`config.mk`:
```
export PLATFORM = sky130hd
export DESIGN_NAME = core_sequencer
export DESIGN_NICKNAME = d
export VERILOG_FILES = /design/src/rtl/core_sequencer_pkg.sv /design/src/rtl/core_sequencer_wait_timer.sv /design/src/rtl/core_sequencer.sv
export SDC_FILE = /design/constraint.sdc
export NUM_CORES = 1
export LEC_CHECK = 0
export CAP_MARGIN = 20
export CORE_UTILIZATION = 25
export DETAILED_ROUTE_END_ITERATION = 10
export DONT_BUFFER_PORTS = 1
export GPL_ROUTABILITY_DRIVEN = 0
export GPL_TIMING_DRIVEN = 0
export MAX_ROUTING_LAYER = met4
export PLACE_DENSITY = 0.35
export RECOVER_POWER = 25
export SLEW_MARGIN = 5
export SYNTH_ARGS = -nofsm -noshare
export SYNTH_HDL_FRONTEND = slang
export SYNTH_HIERARCHICAL = 1
export SYNTH_SLANG_ARGS = --single-unit
export TNS_END_PERCENT = 10
```
`constraint.sdc`:
```
create_clock -name clock -period 3.1 [get_ports clock]
set_input_delay 0.31 -clock clock [delete_from_list [all_inputs] [get_ports clock]]
set_output_delay 0.31 -clock clock [all_outputs]
set_load 0.05 [all_outputs]
```
`src/rtl/core_sequencer_pkg.sv`:
```
// Shared control definitions for the multi-cycle core sequencer:
// state encodings, datapath mux selects and the control strobe bundle.
package core_sequencer_pkg;

    // Sequencer states; encodings are visible on the debug state port.
    typedef enum logic [2:0] {
        ST_IDLE      = 3'd0,
        ST_FETCH     = 3'd1,
        ST_DECODE    = 3'd2,
        ST_EXECUTE   = 3'd3,
        ST_MEMORY    = 3'd4,
        ST_WRITEBACK = 3'd5,
        ST_TRAP      = 3'd6
    } sequencer_state_t;

    // Program-counter next-value select.
    localparam logic PC_SRC_PLUS4 = 1'b0;
    localparam logic PC_SRC_ALU   = 1'b1;

    // Memory address select.
    localparam logic MEM_ADDR_PC  = 1'b0;
    localparam logic MEM_ADDR_ALU = 1'b1;

    // Control strobes and status flags produced by the sequencer each cycle.
    typedef struct packed {
        logic memory_request;
        logic memory_write;
        logic memory_address_source;
        logic instruction_register_load;
        logic register_file_write_enable;
        logic program_counter_write_enable;
        logic program_counter_source;
        logic halted;
        logic trap;
    } control_t;

    // Quiet bundle: no strobes, no status.
    localparam control_t CONTROL_NONE = '0;

    // Instruction touches data memory (load or store).
    function automatic logic is_memory_op(input logic mem_read, input logic mem_write);
        return mem_read | mem_write;
    endfunction

    // A load and a store at once cannot be executed on a single port.
    function automatic logic is_conflicting_op(input logic mem_read, input logic mem_write);
        return mem_read & mem_write;
    endfunction

endpackage

```
`src/rtl/core_sequencer_wait_timer.sv`:
```
// memory_wait_timer: counts cycles a memory request waits for ready.
// Saturating counter with synchronous clear; 'expired' flags the last
// allowed wait cycle so the caller can trap on that same edge.
// MEMORY_TIMEOUT = 0 disables expiry entirely.
module memory_wait_timer #(
    parameter int MEMORY_TIMEOUT = 255,
    parameter int TIMEOUT_WIDTH  = 8
) (
    input  logic clock,
    input  logic reset,
    input  logic clear,
    input  logic count_enable,
    output logic expired
);

    localparam int LIMIT_I = (MEMORY_TIMEOUT > 0) ? MEMORY_TIMEOUT - 1 : 0;
    localparam logic [TIMEOUT_WIDTH-1:0] LIMIT     = LIMIT_I[TIMEOUT_WIDTH-1:0];
    localparam logic [TIMEOUT_WIDTH-1:0] COUNT_MAX = '1;

    logic [TIMEOUT_WIDTH-1:0] count_q;
    logic [TIMEOUT_WIDTH-1:0] count_d;

    // Next count: clear wins, otherwise count up and hold at the top value.
    always_comb begin
        count_d = count_q;
        if (clear) begin
            count_d = '0;
        end else if (count_enable && (count_q != COUNT_MAX)) begin
            count_d = count_q + 1'b1;
        end
    end

    // Counter register.
    always_ff @(posedge clock) begin
        if (reset) begin
            count_q <= '0;
        end else begin
            count_q <= count_d;
        end
    end

    // Expiry is reached when the count sits on the final allowed wait cycle.
    always_comb begin
        expired = (MEMORY_TIMEOUT != 0) && (count_q == LIMIT);
    end

endmodule

```
`src/rtl/core_sequencer.sv`:
```
// core_sequencer: multi-cycle control FSM for the tiny RISC-V core.
// Walks FETCH -> DECODE -> EXECUTE -> [MEMORY] -> WRITEBACK over one shared
// memory port and turns the decoder's level outputs into one-cycle strobes.
// Optional: define CORE_SEQUENCER_RETIRE_COUNTER_EN to add the
// instructions_retired counter output.
module core_sequencer
    import core_sequencer_pkg::*;
#(
    parameter int MEMORY_TIMEOUT = 255,
    parameter int TIMEOUT_WIDTH  = 8
) (
    input  logic       clock,
    input  logic       reset,
    input  logic       memory_ready,
    input  logic       decoded_register_write_enable,
    input  logic       decoded_memory_write_enable,
    input  logic       decoded_memory_read,
    input  logic       decoded_branch,
    input  logic       decoded_jump,
    input  logic       decoded_invalid,
    input  logic       halt_request,
    output logic       memory_request,
    output logic       memory_write,
    output logic       memory_address_source,
    output logic       instruction_register_load,
    output logic       register_file_write_enable,
    output logic       program_counter_write_enable,
    output logic       program_counter_source,
    output logic [2:0] state,
    output logic       halted,
    output logic       trap
`ifdef CORE_SEQUENCER_RETIRE_COUNTER_EN
    ,
    output logic [31:0] instructions_retired
`endif
);

    sequencer_state_t state_q;
    sequencer_state_t state_d;
    control_t         ctrl;

    logic timer_active;
    logic timer_clear;
    logic timer_count_enable;
    logic timer_expired;

    logic memory_op;
    logic conflicting_op;

    // Classify the decoded instruction once for the next-state logic.
    always_comb begin
        memory_op      = is_memory_op(decoded_memory_read, decoded_memory_write_enable);
        conflicting_op = is_conflicting_op(decoded_memory_read, decoded_memory_write_enable);
    end

    // The timer only runs while a memory request is outstanding; holding it
    // clear everywhere else guarantees a zero count on entry to FETCH/MEMORY.
    always_comb begin
        timer_active       = (state_q == ST_FETCH) || (state_q == ST_MEMORY);
        timer_clear        = !timer_active;
        timer_count_enable = timer_active && !memory_ready;
    end

    memory_wait_timer #(
        .MEMORY_TIMEOUT (MEMORY_TIMEOUT),
        .TIMEOUT_WIDTH  (TIMEOUT_WIDTH)
    ) u_wait_timer (
        .clock        (clock),
        .reset        (reset),
        .clear        (timer_clear),
        .count_enable (timer_count_enable),
        .expired      (timer_expired)
    );

    // State register.
    always_ff @(posedge clock) begin
        if (reset) begin
            state_q <= ST_IDLE;
        end else begin
            state_q <= state_d;
        end
    end

    // Next-state logic; memory_ready beats the timeout in the waiting states.
    always_comb begin
        state_d = state_q;
        case (state_q)
            ST_IDLE: begin
                if (!halt_request) state_d = ST_FETCH;
            end
            ST_FETCH: begin
                if (memory_ready)       state_d = ST_DECODE;
                else if (timer_expired) state_d = ST_TRAP;
            end
            ST_DECODE: begin
                if (decoded_invalid || conflicting_op) state_d = ST_TRAP;
                else                                   state_d = ST_EXECUTE;
            end
            ST_EXECUTE: begin
                if (memory_op) state_d = ST_MEMORY;
                else           state_d = ST_WRITEBACK;
            end
            ST_MEMORY: begin
                if (memory_ready)       state_d = ST_WRITEBACK;
                else if (timer_expired) state_d = ST_TRAP;
            end
            ST_WRITEBACK: begin
                if (halt_request) state_d = ST_IDLE;
                else              state_d = ST_FETCH;
            end
            ST_TRAP: begin
                state_d = ST_TRAP;
            end
            default: begin
                state_d = ST_TRAP;
            end
        endcase
    end

    // Output decode; reset forces the idle bundle so an in-flight request
    // drops in the same cycle reset is seen.
    always_comb begin
        ctrl = CONTROL_NONE;
        if (reset) begin
            ctrl.halted = 1'b1;
        end else begin
            case (state_q)
                ST_IDLE: begin
                    ctrl.halted = 1'b1;
                end
                ST_FETCH: begin
                    ctrl.memory_request            = 1'b1;
                    ctrl.memory_address_source     = MEM_ADDR_PC;
                    ctrl.memory_write              = 1'b0;
                    ctrl.instruction_register_load = memory_ready;
                end
                ST_MEMORY: begin
                    ctrl.memory_request        = 1'b1;
                    ctrl.memory_address_source = MEM_ADDR_ALU;
                    ctrl.memory_write          = decoded_memory_write_enable;
                end
                ST_WRITEBACK: begin
                    ctrl.register_file_write_enable   = decoded_register_write_enable;
                    ctrl.program_counter_write_enable = 1'b1;
                    ctrl.program_counter_source       = (decoded_branch || decoded_jump)
                                                        ? PC_SRC_ALU : PC_SRC_PLUS4;
                end
                ST_TRAP: begin
                    ctrl.trap = 1'b1;
                end
                default: begin
                    ctrl = CONTROL_NONE;
                end
            endcase
        end
    end

    assign memory_request               = ctrl.memory_request;
    assign memory_write                 = ctrl.memory_write;
    assign memory_address_source        = ctrl.memory_address_source;
    assign instruction_register_load    = ctrl.instruction_register_load;
    assign register_file_write_enable   = ctrl.register_file_write_enable;
    assign program_counter_write_enable = ctrl.program_counter_write_enable;
    assign program_counter_source       = ctrl.program_counter_source;
    assign halted                       = ctrl.halted;
    assign trap                         = ctrl.trap;
    assign state                        = state_q;

`ifdef CORE_SEQUENCER_RETIRE_COUNTER_EN
    logic [31:0] instructions_retired_q;
    logic [31:0] instructions_retired_d;

    // Every WRITEBACK cycle retires one instruction; wraps naturally.
    always_comb begin
        instructions_retired_d = instructions_retired_q;
        if (state_q == ST_WRITEBACK) begin
            instructions_retired_d = instructions_retired_q + 32'd1;
        end
    end

    // Retired-instruction counter register.
    always_ff @(posedge clock) begin
        if (reset) begin
            instructions_retired_q <= '0;
        end else begin
            instructions_retired_q <= instructions_retired_d;
        end
    end

    assign instructions_retired = instructions_retired_q;
`endif

endmodule

```
==> flow_summary.json <==
{
  "yosys.area_share.simple_pct": 34.49,
  "synth-async-reset-ratio_pct": 0,
  "slew-limit-headroom_pct": 39.57,
  "yosys_warnings": 6,
  "yosys-top-cells-count": "dfxtp_1 (11), nand2_1 (8), nor2_1 (6), a21oi_1 (5), nand3_1 (5)",
  "hold_path.class": "input port to flop",
  "use_met3_pct": 1.339,
  "p_leak_nw": 0.2971,
  "cts_max_level": 1,
  "die_w_um": 58.24,
  "crit_type": "flop to primary output",
  "slowest_delay_ns": 0.68,
  "synth_xor_area_share_pct": 0,
  "antenna_found_initial": 0,
  "path_delay_family": "simple AND/OR/NAND/NOR gates",
  "synth_fa_ha_area_share_pct": 3.165,
  "worstPathRequired_ns": 2.79,
  "hold_viol": 0,
  "status": "finished, final reports clean",
  "drive_gt1_share_pct": 22.22,
  "synth_area_leader_cell": "dfxtp_1",
  "synth_edf_count": 0,
  "drcViolationCount": 0,
  "slew_violations": 0,
  "synth.area.mux_share_pct": 3.797,
  "vdd_drop_max_v": 0.0001020,
  "cts_made_buffers": 3,
  "nNetsFinal": 112,
  "cp_slowest_cell": "nor3_2",
  "synth_area_sq_um": 790.8,
  "p_per_area_nw_per_um2": 380.1,
  "yosysSeqAreaShare_pct": 27.85,
  "post_dp_cell_area_sq_um": 869.6,
  "clk_latency_ns": 0.26,
  "cts.sinks": 11,
  "cp_max_fo": 10,
  "grt_use_met2_pct": 19.05,
  "via_count": 716,
  "ant_nets": 0,
  "synth_top_area_share_pct": 27.85,
  "dp_hpwl_um": 1398,
  "start_util_pct": 26.12,
  "synth-compound-area-share_pct": 25.47,
  "use_met1_pct": 15.23,
  "grt_pass1_wl_um": 3042,
  "post_cts_buffers": 0,
  "final_area_sq_um": 895.9,
  "fin_skew_ns": 0.002223,
  "cts_max_path_buffers": 2,
  "cts_tree": "done",
  "groute.usage.overall_pct": 12.23,
  "synth_top_family_by_area": "simple AND/OR/NAND/NOR gates",
  "utilization_pct": 29.59,
  "wl_per_cell_um": 12.73,
  "ys_seq_elements": 11,
  "synthTopCellsByArea": "dfxtp_1 (28%), mux2i_1 (3.8%), nand2_1 (3.8%)",
  "initialDrtViolationCount": 8,
  "cp_num_buf_inv": 1,
  "wl_um": 1821,
  "die_y_um": 58.24,
  "cts-root-buf": "clkbuf_4",
  "endpoint_kind": "primary output",
  "insertedDiodeCount": 0,
  "die-area_sq_um": 3392,
  "seq_area_sq_um": 220.2,
  "fmax_mhz": 356.4,
  "busiest_layer": "met2",
  "period_minus_slack_ns": 2.806,
  "synth_nets": 106,
  "path_clk_slew_ns": 0.07,
  "rsz0062_at_grt": "false",
  "syn_inst": 94,
  "finalSetupTns_ns": 0,
  "ctsResizeCount": 0,
  "fill_cells": 328,
  "std_cell_rows": 20,
  "postCtsHoldBufs": 0,
  "tightest_slew_ns": 0.9015,
  "multiInputGateArea_sq_um": 545.5,
  "max_cap_violations": 0,
  "yosysMostFrequentCell": "dfxtp_1",
  "finalSetupViolations": 0,
  "core_area_sq_um": 3028,
  "overflow": 0,
  "fin_crit_sh_pct": 90.52,
  "ys_types": 37,
  "grt_max_degree": 12,
  "dr.pass1.iters": 4,
  "io_pins": 22,
  "syn_to_final_growth_pct": 13.29,
  "port_buffers": 0,
  "worstPathCellList": "buf_4 > nand2_1 > nor3_2 > and2_1",
  "startpoint_type": "flop",
  "drt-vias-per-instance": 5.007,
  "critPathArrivalTime_ns": 2.50,
  "ys.flop_type": "dfxtp_1",
  "synth_area_per_cell_sq_um": 8.412,
  "grt_pass1_vias": 665
}
## layout make-up
class                   count  share of cell area (%)
well taps                  44                   6.145
multi-input cells          77                   60.89
plain buffers               3                   3.352
inverters                   3                   1.257
flip-flops and latches     11                   24.58
repair buffers              1                  0.8380
clock buffers               4                   2.933
## power breakdown
| group | internal [W] | switching [W] |
|---|---|---|
| logic | 0.0000312 | 0.0000505 |
| registers | 0.000145 | 0.0000163 |
| clock network | 0.0000497 | 0.0000478 |
## cells by family after synthesis
kind of cell               count (synthesis)
muxes                                      3
AOI/OAI and AO/OA                         27
DFF                                       11
buffers and inverters                      6
and+or+nand+nor                           45
adders and majority gates                  2
## sequential cells by signal, indices dropped and copies added, names as in the netlist
register and cells:
state 3, u_wait_timer/count_q 8
## through the flow
stage	hold WS, ns	std cells	setup WS (ns)	power (W)
2_1_floorplan	0.4765	94	0.2635	0.0002320
3_3_place_gp	0.4984	138	0.1203	0.0002453
3_5_place_dp	0.5012	139	0.5666	0.0002469
4_1_cts	0.2114	143	0.2616	0.0003471
5_1_grt	0.1943	143	0.1836	0.0003682
6_report	0.2237	143	0.2938	0.0003405
## final timing paths
path                                end  cells after the start                     from  slack (ns)
max          register_file_write_enable                      4                 state[0]        0.29
min             u_wait_timer/count_q[1]                      2                    reset        0.22
max reg2reg     u_wait_timer/count_q[5]                      6                 state[2]        0.66
min reg2reg     u_wait_timer/count_q[0]                      2  u_wait_timer/count_q[0]        0.52
## placed cells by master, fill, tap and decap left out, drive strengths merged, types with 5 or more instances in the layout
cell	n
a21oi	5
dfxtp	11
nand2	8
nand3	5
nor2	6
o21ai	6
## metal layers
metal	vias up	wire length [um]
li1	361	-
met1	331	902
met2	22	824
met3	2	76
met4	0	17
met5	-	0
Power figures use the tool's default switching activity.
